[src/rtl/imem_pkg.sv]
// Shared definitions for the instruction-ROM port scheduler: burst FSM encoding and ROM constants.
package imem_pkg;
    typedef enum logic [1:0] {
        D_IDLE  = 2'd0,
        D_RUN   = 2'd1,
        D_DRAIN = 2'd2,
        D_DONE  = 2'd3
    } dbg_state_e;

    localparam int unsigned WORD_BYTES     = 4;
    localparam logic [31:0] ROM_FAULT_WORD = 32'h8000_0000;
endpackage

[src/rtl/imem_dbg_burst.sv]
// Debug burst engine: walks a word-aligned ROM region, one word per grant, then signals completion.
module imem_dbg_burst
    import imem_pkg::*;
#(
    parameter int ADDR_W = 32,
    parameter int CNT_W  = 16
) (
    input  logic              clk_i,
    input  logic              rst_ni,
    input  logic              start_i,
    input  logic [ADDR_W-1:0] base_i,
    input  logic [CNT_W-1:0]  count_i,
    input  logic              gnt_i,
    output logic              pend_o,
    output logic [ADDR_W-1:0] addr_o,
    output logic              busy_o,
    output logic              done_o,
    output logic              err_o
);
    dbg_state_e        state_q, state_d;
    logic [ADDR_W-1:0] ptr_q, ptr_d;
    logic [CNT_W-1:0]  rem_q, rem_d;
    logic              err_q, err_d;
    logic              zdone_q, zdone_d;

    always_comb begin
        state_d = state_q;
        ptr_d   = ptr_q;
        rem_d   = rem_q;
        err_d   = err_q;
        zdone_d = 1'b0;
        case (state_q)
            D_IDLE: begin
                if (start_i) begin
                    if (base_i[1:0] != 2'b00) begin
                        err_d = 1'b1;
                    end else begin
                        err_d = 1'b0;
                        if (count_i == '0) begin
                            zdone_d = 1'b1;
                        end else begin
                            ptr_d   = base_i;
                            rem_d   = count_i;
                            state_d = D_RUN;
                        end
                    end
                end
            end
            D_RUN: begin
                if (gnt_i) begin
                    ptr_d = ptr_q + ADDR_W'(WORD_BYTES);
                    rem_d = rem_q - CNT_W'(1);
                    if (rem_q == CNT_W'(1)) state_d = D_DRAIN;
                end
            end
            D_DRAIN: state_d = D_DONE;
            D_DONE:  state_d = D_IDLE;
            default: state_d = D_IDLE;
        endcase
        // A start seen in any busy state, D_DONE included, is rejected.
        if (start_i && state_q != D_IDLE) err_d = 1'b1;
    end

    always_ff @(posedge clk_i or negedge rst_ni) begin
        if (!rst_ni) begin
            state_q <= D_IDLE;
            ptr_q   <= '0;
            rem_q   <= '0;
            err_q   <= 1'b0;
            zdone_q <= 1'b0;
        end else begin
            state_q <= state_d;
            ptr_q   <= ptr_d;
            rem_q   <= rem_d;
            err_q   <= err_d;
            zdone_q <= zdone_d;
        end
    end

    assign pend_o = (state_q == D_RUN);
    assign addr_o = ptr_q;
    assign busy_o = (state_q != D_IDLE);
    assign done_o = (state_q == D_DONE) | zdone_q;
    assign err_o  = err_q;
endmodule

[src/rtl/imem_port_scheduler.sv]
// Arbitrates the single ROM read port between IF (priority) and the debug burst engine,
// with a starvation counter forcing debug a slot; read data is registered per requester.
module imem_port_scheduler
    import imem_pkg::*;
#(
    parameter int ADDR_W       = 32,
    parameter int CNT_W        = 16,
    parameter int STARVE_LIMIT = 8
) (
    input  logic              clk_i,
    input  logic              rst_ni,
    input  logic              if_req_i,
    input  logic [ADDR_W-1:0] if_addr_i,
    output logic              if_gnt_o,
    output logic              if_stall_o,
    output logic              if_rvalid_o,
    output logic [31:0]       if_rdata_o,
    input  logic              dbg_start_i,
    input  logic [ADDR_W-1:0] dbg_base_i,
    input  logic [CNT_W-1:0]  dbg_count_i,
    output logic              dbg_busy_o,
    output logic              dbg_rvalid_o,
    output logic [31:0]       dbg_rdata_o,
    output logic              dbg_done_o,
    output logic              dbg_err_o,
    output logic [ADDR_W-1:0] rom_addr_o,
    input  logic [31:0]       rom_data_i
);
    logic              dbg_pend, dbg_win;
    logic [ADDR_W-1:0] dbg_addr;
    logic [7:0]        starve_q, starve_d;
    logic              if_rvalid_q, dbg_rvalid_q;
    logic [31:0]       if_rdata_q, dbg_rdata_q;

    imem_dbg_burst #(.ADDR_W(ADDR_W), .CNT_W(CNT_W)) u_burst (
        .clk_i   (clk_i),
        .rst_ni  (rst_ni),
        .start_i (dbg_start_i),
        .base_i  (dbg_base_i),
        .count_i (dbg_count_i),
        .gnt_i   (dbg_win),
        .pend_o  (dbg_pend),
        .addr_o  (dbg_addr),
        .busy_o  (dbg_busy_o),
        .done_o  (dbg_done_o),
        .err_o   (dbg_err_o)
    );

    assign dbg_win    = dbg_pend & (~if_req_i | (starve_q == 8'(STARVE_LIMIT)));
    assign if_gnt_o   = if_req_i & ~dbg_win;
    assign if_stall_o = if_req_i & ~if_gnt_o;
    assign rom_addr_o = dbg_win ? dbg_addr : if_addr_i;

    always_comb begin
        starve_d = '0;
        if (dbg_pend && !dbg_win)
            starve_d = (starve_q == 8'(STARVE_LIMIT)) ? starve_q : starve_q + 8'd1;
    end

    always_ff @(posedge clk_i or negedge rst_ni) begin
        if (!rst_ni) begin
            starve_q     <= '0;
            if_rvalid_q  <= 1'b0;
            dbg_rvalid_q <= 1'b0;
            if_rdata_q   <= '0;
            dbg_rdata_q  <= '0;
        end else begin
            starve_q     <= starve_d;
            if_rvalid_q  <= if_gnt_o;
            dbg_rvalid_q <= dbg_win;
            if (if_gnt_o) if_rdata_q  <= rom_data_i;
            if (dbg_win)  dbg_rdata_q <= rom_data_i;
        end
    end

    assign if_rvalid_o  = if_rvalid_q;
    assign if_rdata_o   = if_rdata_q;
    assign dbg_rvalid_o = dbg_rvalid_q;
    assign dbg_rdata_o  = dbg_rdata_q;
endmodule

[config.mk]
export PLATFORM = sky130hd
export DESIGN_NAME = imem_port_scheduler
export DESIGN_NICKNAME = d
export VERILOG_FILES = /design/src/rtl/imem_pkg.sv /design/src/rtl/imem_dbg_burst.sv /design/src/rtl/imem_port_scheduler.sv
export SDC_FILE = /design/constraint.sdc
export NUM_CORES = 1
export LEC_CHECK = 0
export ABC_AREA = 1
export BUFFER_PORTS_ARGS = -buffer_cell sky130_fd_sc_hd__buf_2
export CORE_MARGIN = 4
export CORE_UTILIZATION = 48
export CTS_BUF_LIST = sky130_fd_sc_hd__clkbuf_16
export DETAILED_ROUTE_END_ITERATION = 8
export PLACE_DENSITY = 0.87
export SLEW_MARGIN = 5
export SYNTH_ARGS = -nofsm -noshare
export SYNTH_HDL_FRONTEND = slang
export SYNTH_HIERARCHICAL = 1
export SYNTH_SLANG_ARGS = --single-unit
export TNS_END_PERCENT = 5
[constraint.sdc]
create_clock -name clk_i -period 2.25 [get_ports clk_i]
set_clock_uncertainty 0.15 [all_clocks]
set_input_delay 0.225 -clock clk_i [delete_from_list [all_inputs] [get_ports clk_i]]
set_output_delay 0.225 -clock clk_i [all_outputs]
set_load 0.02 [all_outputs]
==> reports/results.tsv, run 1 <==
metric	value	unit
number of cells on the worst hold path	5	
count of input and output buffers	218	
Core Footprint	0.01526	mm^2
share of the synthesized area in the top cell type	41.97	%
run status	finished with violations	
worst endpoint data arrival time	2.02	ns
number of enable flip-flop cells after synthesis	0	
final number of hold-violating endpoints	0	
FF/Latch Area	0.003153	mm^2
Warnings, synthesis	6	
Longest Clk Path Bufs	2	
maximum clock frequency	0.4170	GHz
total power of the final layout	13.40	mW
final-layout fill cell count	1101	
hold path startpoint	dbg_count_i[12]	
Worst R2R End	u_burst/addr_o[27]	
number of cells on the worst reg-to-reg path	15	
CTS tree	yes	
combined area of all synthesized cells	0.007513	mm^2
setup slack, reg-to-reg	-0.01	ns
remaining global-route overflow	0	
synthesized area per cell	6.739	um^2
Synth area leader	sky130_fd_sc_hd__dfrtp_1	
kind of critical path	register to primary output	
number of buffers created by CTS	17	
part of the Yosys area used for sequential elements	41.97	%
all-layer global routing usage	28.66	%
Area growth, synth to finish	43.83	%
worst ir drop on vdd	557.9	uV
maximum number of pins on one net before global-route repair	51	
number of routed nets with antenna violations	0	
slew of the pin with the lowest slew margin	0.5443	ns
fraction of final layout cells sized beyond drive strength 1	26.25	%
leakage power of the design	5.669	nW
Worst Path Max Fanout	8	
vias in the first global route	8598	
worst hold path class	input pin to register	
top-count cell post-synth	sky130_fd_sc_hd__nand2_1	
max-cap violation count	0	
number of vias per cell	5.377	
wire length per cell after detailed routing	16.11	um
Worst Setup Start Kind	register	
net count of the mapped netlist	1240	
Seq pwr share	29.3	%
largest stage delay on the critical path	0.38	ns
routed vias	8780	
sw power	6.228	mW
Total Wirelength	26310	um
DIE AREA	0.01772	mm^2
Worst setup EP type	primary output	
final-layout worst hold slack	0.02380	ns
Vert. Die Dim	133.1	um
DR DRC count	0	
P_int	7.168	mW
htree depth	4	
clock period minus worst slack	2.398	ns
die boundary width	133.1	um
number of placed instances with taps included	1515	
root cell of the clock tree	sky130_fd_sc_hd__clkbuf_16	
CTS Sinks	126	
post-synthesis sequential element count	126	
data required time at the worst endpoint	1.88	ns
clock latency on the worst-skew pair	0.42	ns
most instantiated cells after synthesis	sky130_fd_sc_hd__nand2_1 (536), sky130_fd_sc_hd__nor2_1 (136), sky130_fd_sc_hd__nand3_1 (130), sky130_fd_sc_hd__dfrtp_1 (126), sky130_fd_sc_hd__inv_1 (61)	
Worst path slowest cell	sky130_fd_sc_hd__dfrtp_1	
clock transition at the registers of the reported paths	0.06	ns
Nets	1533	
number of placement rows	45	
area of the multi-input gates	0.004045	mm^2
primary flip-flop cell chosen by synthesis mapping	sky130_fd_sc_hd__dfrtp_1	
fraction of power consumed by combinational cells	49.7	%
number of max-slew violations in the final report	0	
launching point of the worst reg2reg path	starve_q[0]	
minimum setup slack after placement	-0.01636	ns
proportion of synthesized flip-flops having asynchronous set or reset	100.0	%
endpoints failing setup	34	
worst-path cell chain	inv_1 > ha_2 > nand2_2 > nor2_2 > nand3_2 > nand2_4 > buf_12 > buf_16 > nand3_4 > nand2_2 > buf_6	
initial cell density of the core	49.24	%
setup repair after global routing missed its margin	true	
cell occurring most often along the worst timing path	sky130_fd_sc_hd__nand2_2	
number of top-level pins	219	
post-route fraction of the period consumed by the critical path	106.6	%
first-pass GRT wire length	41130	um
dpl hpwl	15240	um
Sw Share	46.49	%
main area contributors after synthesis	sky130_fd_sc_hd__dfrtp_1 (42%), sky130_fd_sc_hd__nand2_1 (27%), sky130_fd_sc_hd__nand3_1 (8.7%)	
synthesized netlist cell count	1115	
initial drt markers	724	
P per Cell Area	1240	mW/mm^2
worst-case setup margin in the final layout	-0.1480	ns
Clock power frac	21.0	%
final core utilization	70.82	%
post-synth cell types	33	
WHS Endpoint	u_burst/rem_q[12]	
final weighted congestion of routability-driven global placement	0.9361	
initial antenna violation count	0	
count of TritonRoute iterations in the first routing pass	5	
tightest slew margin relative to the limit	63.72	%
failing checks	negative setup slack	
Layout Cells excl Fill	1633	
## area by class of cell
cell class | count | area share [%]
diodes | 1 | 0.02316
flip-flops and latches | 126 | 29.18
inverters | 65 | 2.316
clock inverters | 15 | 1.633
well taps | 211 | 2.443
clock buffers | 17 | 3.937
repair buffers | 320 | 23.04
multi-input cells | 878 | 37.43
## worst max path at each step
| stage | from | to | cells after the start |
|---|---|---|---|
| floorplan | starve_q[0] | u_burst/addr_o[10] | 16 |
| global placement | starve_q[1] | u_burst/rem_q[0] | 15 |
| detailed placement | starve_q[1] | u_burst/rem_q[8] | 15 |
| CTS | starve_q[1] | rom_addr_o[12] | 11 |
| global route | starve_q[0] | rom_addr_o[26] | 11 |
| finish | starve_q[0] | rom_addr_o[26] | 11 |
## cells in the final DEF, fill, tap and decap left out, types with 2 or more instances in the layout
| cell | synthesis | routed |
|---|---|---|
| sky130_fd_sc_hd__nand2_1 | 536 | 517 |
| sky130_fd_sc_hd__buf_2 | 9 | 191 |
| sky130_fd_sc_hd__dfrtp_1 | 126 | 126 |
| sky130_fd_sc_hd__nand3_1 | 130 | 117 |
| sky130_fd_sc_hd__nor2_1 | 136 | 115 |
| sky130_fd_sc_hd__dlygate4sd3_1 | 0 | 71 |
| sky130_fd_sc_hd__inv_1 | 61 | 60 |
| sky130_fd_sc_hd__nor2_2 | 6 | 24 |
| sky130_fd_sc_hd__buf_6 | 11 | 22 |
| sky130_fd_sc_hd__nand2_2 | 2 | 19 |
| sky130_fd_sc_hd__clkbuf_16 | 0 | 17 |
| sky130_fd_sc_hd__buf_4 | 13 | 17 |
| sky130_fd_sc_hd__o21ai_2 | 14 | 14 |
| sky130_fd_sc_hd__buf_12 | 0 | 12 |
| sky130_fd_sc_hd__o21ai_0 | 12 | 12 |
| sky130_fd_sc_hd__nand3_2 | 2 | 10 |
| sky130_fd_sc_hd__ha_1 | 9 | 7 |
| sky130_fd_sc_hd__inv_6 | 0 | 7 |
| sky130_fd_sc_hd__nand4_1 | 7 | 7 |
| sky130_fd_sc_hd__nand3_4 | 1 | 6 |
| sky130_fd_sc_hd__xor2_1 | 4 | 4 |
| sky130_fd_sc_hd__buf_16 | 0 | 4 |
| sky130_fd_sc_hd__or2_2 | 4 | 4 |
| sky130_fd_sc_hd__nor2_4 | 1 | 4 |
| sky130_fd_sc_hd__o21bai_1 | 4 | 4 |
| sky130_fd_sc_hd__nand3b_1 | 4 | 4 |
| sky130_fd_sc_hd__bufbuf_16 | 0 | 3 |
| sky130_fd_sc_hd__inv_4 | 1 | 2 |
| sky130_fd_sc_hd__nor3_1 | 2 | 2 |
| sky130_fd_sc_hd__clkinv_4 | 0 | 2 |
| sky130_fd_sc_hd__clkinvlp_4 | 0 | 2 |
| sky130_fd_sc_hd__bufinv_16 | 0 | 2 |
| sky130_fd_sc_hd__inv_8 | 0 | 2 |
## repair_timing
action	4_1_cts	5_1_grt
setup endpoints to repair	63	83
resized for setup	44	74
hold endpoints to repair	135	0
pin swaps	17	15
hold buffers	71	0
buffers inserted	4	4
cloned	6	0
## power groups by stage
stage	Combinational [mW]	Sequential [mW]	Clock, mW
final	6.66	3.92	2.81
after CTS	6.16	3.84	2.82
after detailed placement	5.63	3.85	0
after global routing	7.26	4.02	2.96
after global placement	5.45	3.82	0
after floorplan	3.80	4.04	0
## state kept, by name, indices dropped and copies added, names as in the netlist
name / flops
u_burst/addr_o: 32
if_rdata_o: 32
u_burst/zdone_q: 1
u_burst/err_o: 1
u_burst/state_q: 2
if_rvalid_o: 1
dbg_rvalid_o: 1
starve_q: 8
u_burst/rem_q: 16
dbg_rdata_o: 32
## routing by layer
layer	up-vias	track usage, %	wire length, um
met5	-	0	0
met4	0	16.34	1428
met3	122	6.986	2337
met2	594	48.87	12910
met1	3994	32.98	9626
li1	4070	-	-
## critical path, delay by kind of cell, from the launching register on
| family | cells | cell delay, ns |
|---|---|---|
| flip-flops | 1 | 0.38 |
| AND/OR/NAND/NOR | 6 | 0.56 |
| buffers and inverters | 4 | 0.49 |
| adder cells (fa/ha/maj) | 1 | 0.18 |
## cells by family after synthesis
family                     after synthesis  share of synthesized area (%)
adders and majority gates                9                          1.499
and+or+nand+nor                        832                          45.21
xor gates and xnor gates                 5                         0.5828
AOI/OAI and AO/OA                       32                          3.098
DFF                                    126                          41.96
buffers and inverters                  111                          7.643
## stage by stage
| stage | area (um^2) | setup TNS, ns |
|---|---|---|
| 6_report | 10810 | -3.443 |
| 5_1_grt | 10800 | -12.05 |
| 4_1_cts | 10520 | -7.054 |
| 3_5_place_dp | 8840 | -0.06155 |
| 3_3_place_gp | 8840 | 0 |
| 2_1_floorplan | 7513 | 0 |
Note: power is estimated with default switching activity, not from simulation.
==> inputs of run 2 (changes only) <==
BUFFER_PORTS_ARGS = not set   (was -buffer_cell sky130_fd_sc_hd__buf_2)
CORE_UTILIZATION = 50   (was 48)
DONT_BUFFER_PORTS = 1   (was not set)
PLACE_DENSITY = 0.77   (was 0.87)
==> reports/results.tsv, run 2 (synthesis results as in run 1) <==
metric	value	unit	change
final-layout worst hold slack	-0.6565	ns	-0.6803 ns
worst endpoint data arrival time	2.03	ns	about the same
Worst path slowest cell	sky130_fd_sc_hd__dfrtp_1		
DIE AREA	0.01705	mm^2	-3.8%
routed vias	7797		-11%
first-pass GRT wire length	34930	um	-15%
count of input and output buffers	0		-100%
Area growth, synth to finish	31.32	%	
number of vias per cell	5.565		+3.5%
Worst setup EP type	primary output		
Longest Clk Path Bufs	2		unchanged
clock period minus worst slack	2.402	ns	+0.003934 ns
Core Footprint	0.01464	mm^2	-4.0%
number of max-slew violations in the final report	0		unchanged
Nets	1329		-13%
worst-case setup margin in the final layout	-0.1520	ns	-0.003934 ns
worst-path cell chain	inv_1 > ha_4 > buf_16 > nand3_2 > nand2_4		
Vert. Die Dim	130.6	um	-1.9%
number of routed nets with antenna violations	0		unchanged
largest delay contributor family on the critical path	buffers and inverters		
fraction of power consumed by combinational cells	44.7	%	-5.0 points
final weighted congestion of routability-driven global placement	0.9613		+2.7%
CTS Sinks	126		unchanged
Worst Path Buf+Inv	2		-2
clock latency on the worst-skew pair	0.43	ns	about the same
leakage power of the design	4.793	nW	-15%
number of placement rows	44		-2.2%
max-cap violation count	0		unchanged
DR DRC count	0		unchanged
number of buffers created by CTS	17		unchanged
Worst Setup Start Kind	register		
setup repair after global routing missed its margin	true		
kind of critical path	register to primary output		
final-layout fill cell count	1156		+5.0%
number of placed instances with taps included	1274		-16%
remaining global-route overflow	0		unchanged
final core utilization	67.38	%	-3.4 points
data required time at the worst endpoint	1.88	ns	about the same
worst ir drop on vdd	721.8	uV	+29%
minimum setup slack after placement	-0.1513	ns	-0.1349 ns
all-layer global routing usage	25.94	%	-2.7 points
failing checks	negative hold slack, negative setup slack		
Layout Cells excl Fill	1401		-14%
maximum number of pins on one net before global-route repair	127		+150%
sw power	6.140	mW	-1.4%
count of TritonRoute iterations in the first routing pass	5		unchanged
Total Wirelength	23910	um	-9.1%
vias in the first global route	7213		-16%
CTS tree	yes		
total power of the final layout	12.96	mW	-3.2%
fraction of final layout cells sized beyond drive strength 1	17.09	%	-9.2 points
worst hold path class	input pin to asynchronous set/reset pin		
Inserted Diodes	0		-1
wire length per cell after detailed routing	17.07	um	+6.0%
commonest non-fill, non-tap cells in the layout	sky130_fd_sc_hd__nand2_1 (481), sky130_fd_sc_hd__dfrtp_1 (126), sky130_fd_sc_hd__nor2_1 (115)		
most common cell after layout, fill and taps aside	sky130_fd_sc_hd__nand2_1		
post-route fraction of the period consumed by the critical path	106.8	%	+0.17 points
htree depth	4		unchanged
Sw Share	47.37	%	+0.88 points
run status	finished with violations		
largest stage delay on the critical path	0.41	ns	+0.03 ns
P per Cell Area	1314	mW/mm^2	+6.0%
final number of hold-violating endpoints	126		+126
Worst Path Max Fanout	85		+77
P_int	6.823	mW	-4.8%
slew of the pin with the lowest slew margin	0.4211	ns	-0.1232 ns
maximum clock frequency	0.4163	GHz	-0.16%
dpl hpwl	14400	um	-5.5%
tightest slew margin relative to the limit	71.63	%	+7.9 points
Clock power frac	21.1	%	about the same
initial drt markers	698		-3.6%
initial cell density of the core	51.31	%	+2.1 points
setup slack, reg-to-reg	-0.10	ns	-0.09 ns
die boundary width	130.6	um	-1.9%
endpoints failing setup	61		+79%
clock transition at the registers of the reported paths	0.06	ns	about the same
root cell of the clock tree	sky130_fd_sc_hd__clkbuf_16		
number of top-level pins	219		unchanged
initial antenna violation count	0		unchanged
Seq pwr share	34.2	%	+4.9 points
run 2: changes by cell type in the layout (fill, tap and decap cells not counted), sizes merged:
cell         change
diode            -1
clkinv           +6
dlygate4sd3     +10
bufbuf           -3
clkbuf           +4
buf            -215
inv              -7
clkinvlp         +1
run 2: worst register-to-register path, delay by kind of cell (launching register included):
family | cells | cell delay [ns]
flip-flops | 1 | 0.37
buffers and inverters | 4 | 0.48
adder cells (fa/ha/maj) | 1 | 0.17
AND/OR/NAND/NOR | 11 | 1.12
run 2: worst paths after layout:
path,from,endpoint,cells past startpoint
hold / removal,rst_ni,dbg_rdata_o[0],0
hold reg to reg,u_burst/addr_o[1],u_burst/addr_o[1],2
setup reg to reg,starve_q[0],u_burst/addr_o[17],16
min in group clk_i,if_req_i,starve_q[3],2
max in group asynchronous,rst_ni,u_burst/addr_o[19],0
setup / recovery,u_burst/state_q[1],rom_addr_o[25],5
run 2: repair_timing:
action	4_1_cts	5_1_grt
setup buffers	2	4
pin swaps	2	44
setup endpoints to repair	59	82
gates resized for setup	49	106
endpoints found under the hold margin	238	127
hold buffers	80	1
gates cloned	3	5
run 2: area by class of cell:
cell class | instances | area (um^2) | area share (%)
Multi-Input combinational cell | 878 | 4282 | 43.39
Sequential cell | 126 | 3153 | 31.96
Timing Repair Buffer | 116 | 1338 | 13.56
Clock buffer | 17 | 425.4 | 4.311
Inverter | 65 | 274.0 | 2.777
Tap cell | 184 | 230.2 | 2.333
Clock inverter | 15 | 165.2 | 1.674
run 2: stage by stage:
step / hold slack [ns] / TNS (ns) / cell area [um^2]
2_1_floorplan: -0.2206 / 0 / 7513
3_3_place_gp: -0.2174 / -0.1529 / 7655
3_5_place_dp: -0.2174 / -3.039 / 7655
4_1_cts: -0.6709 / -4.691 / 9300
5_1_grt: -0.6816 / -13.26 / 9867
6_report: -0.6565 / -4.884 / 9867
run 2: routing by layer:
layer	vias up	wire length, um	track usage (%)
met4	0	1026	12.52
met1	3655	9080	30.83
met2	404	11770	44.28
met5	-	0	0
met3	90	2030	6.016
li1	3648	-	-
run 2: power by group through the flow:
stage	registers [mW]	clock network, mW	logic (mW)
final	4.43	2.74	5.80
after floorplan	4.04	0	3.80
after CTS	4.33	2.78	5.07
after global routing	4.53	2.92	6.38
after detailed placement	4.36	0	4.49
after global placement	4.35	0	4.35
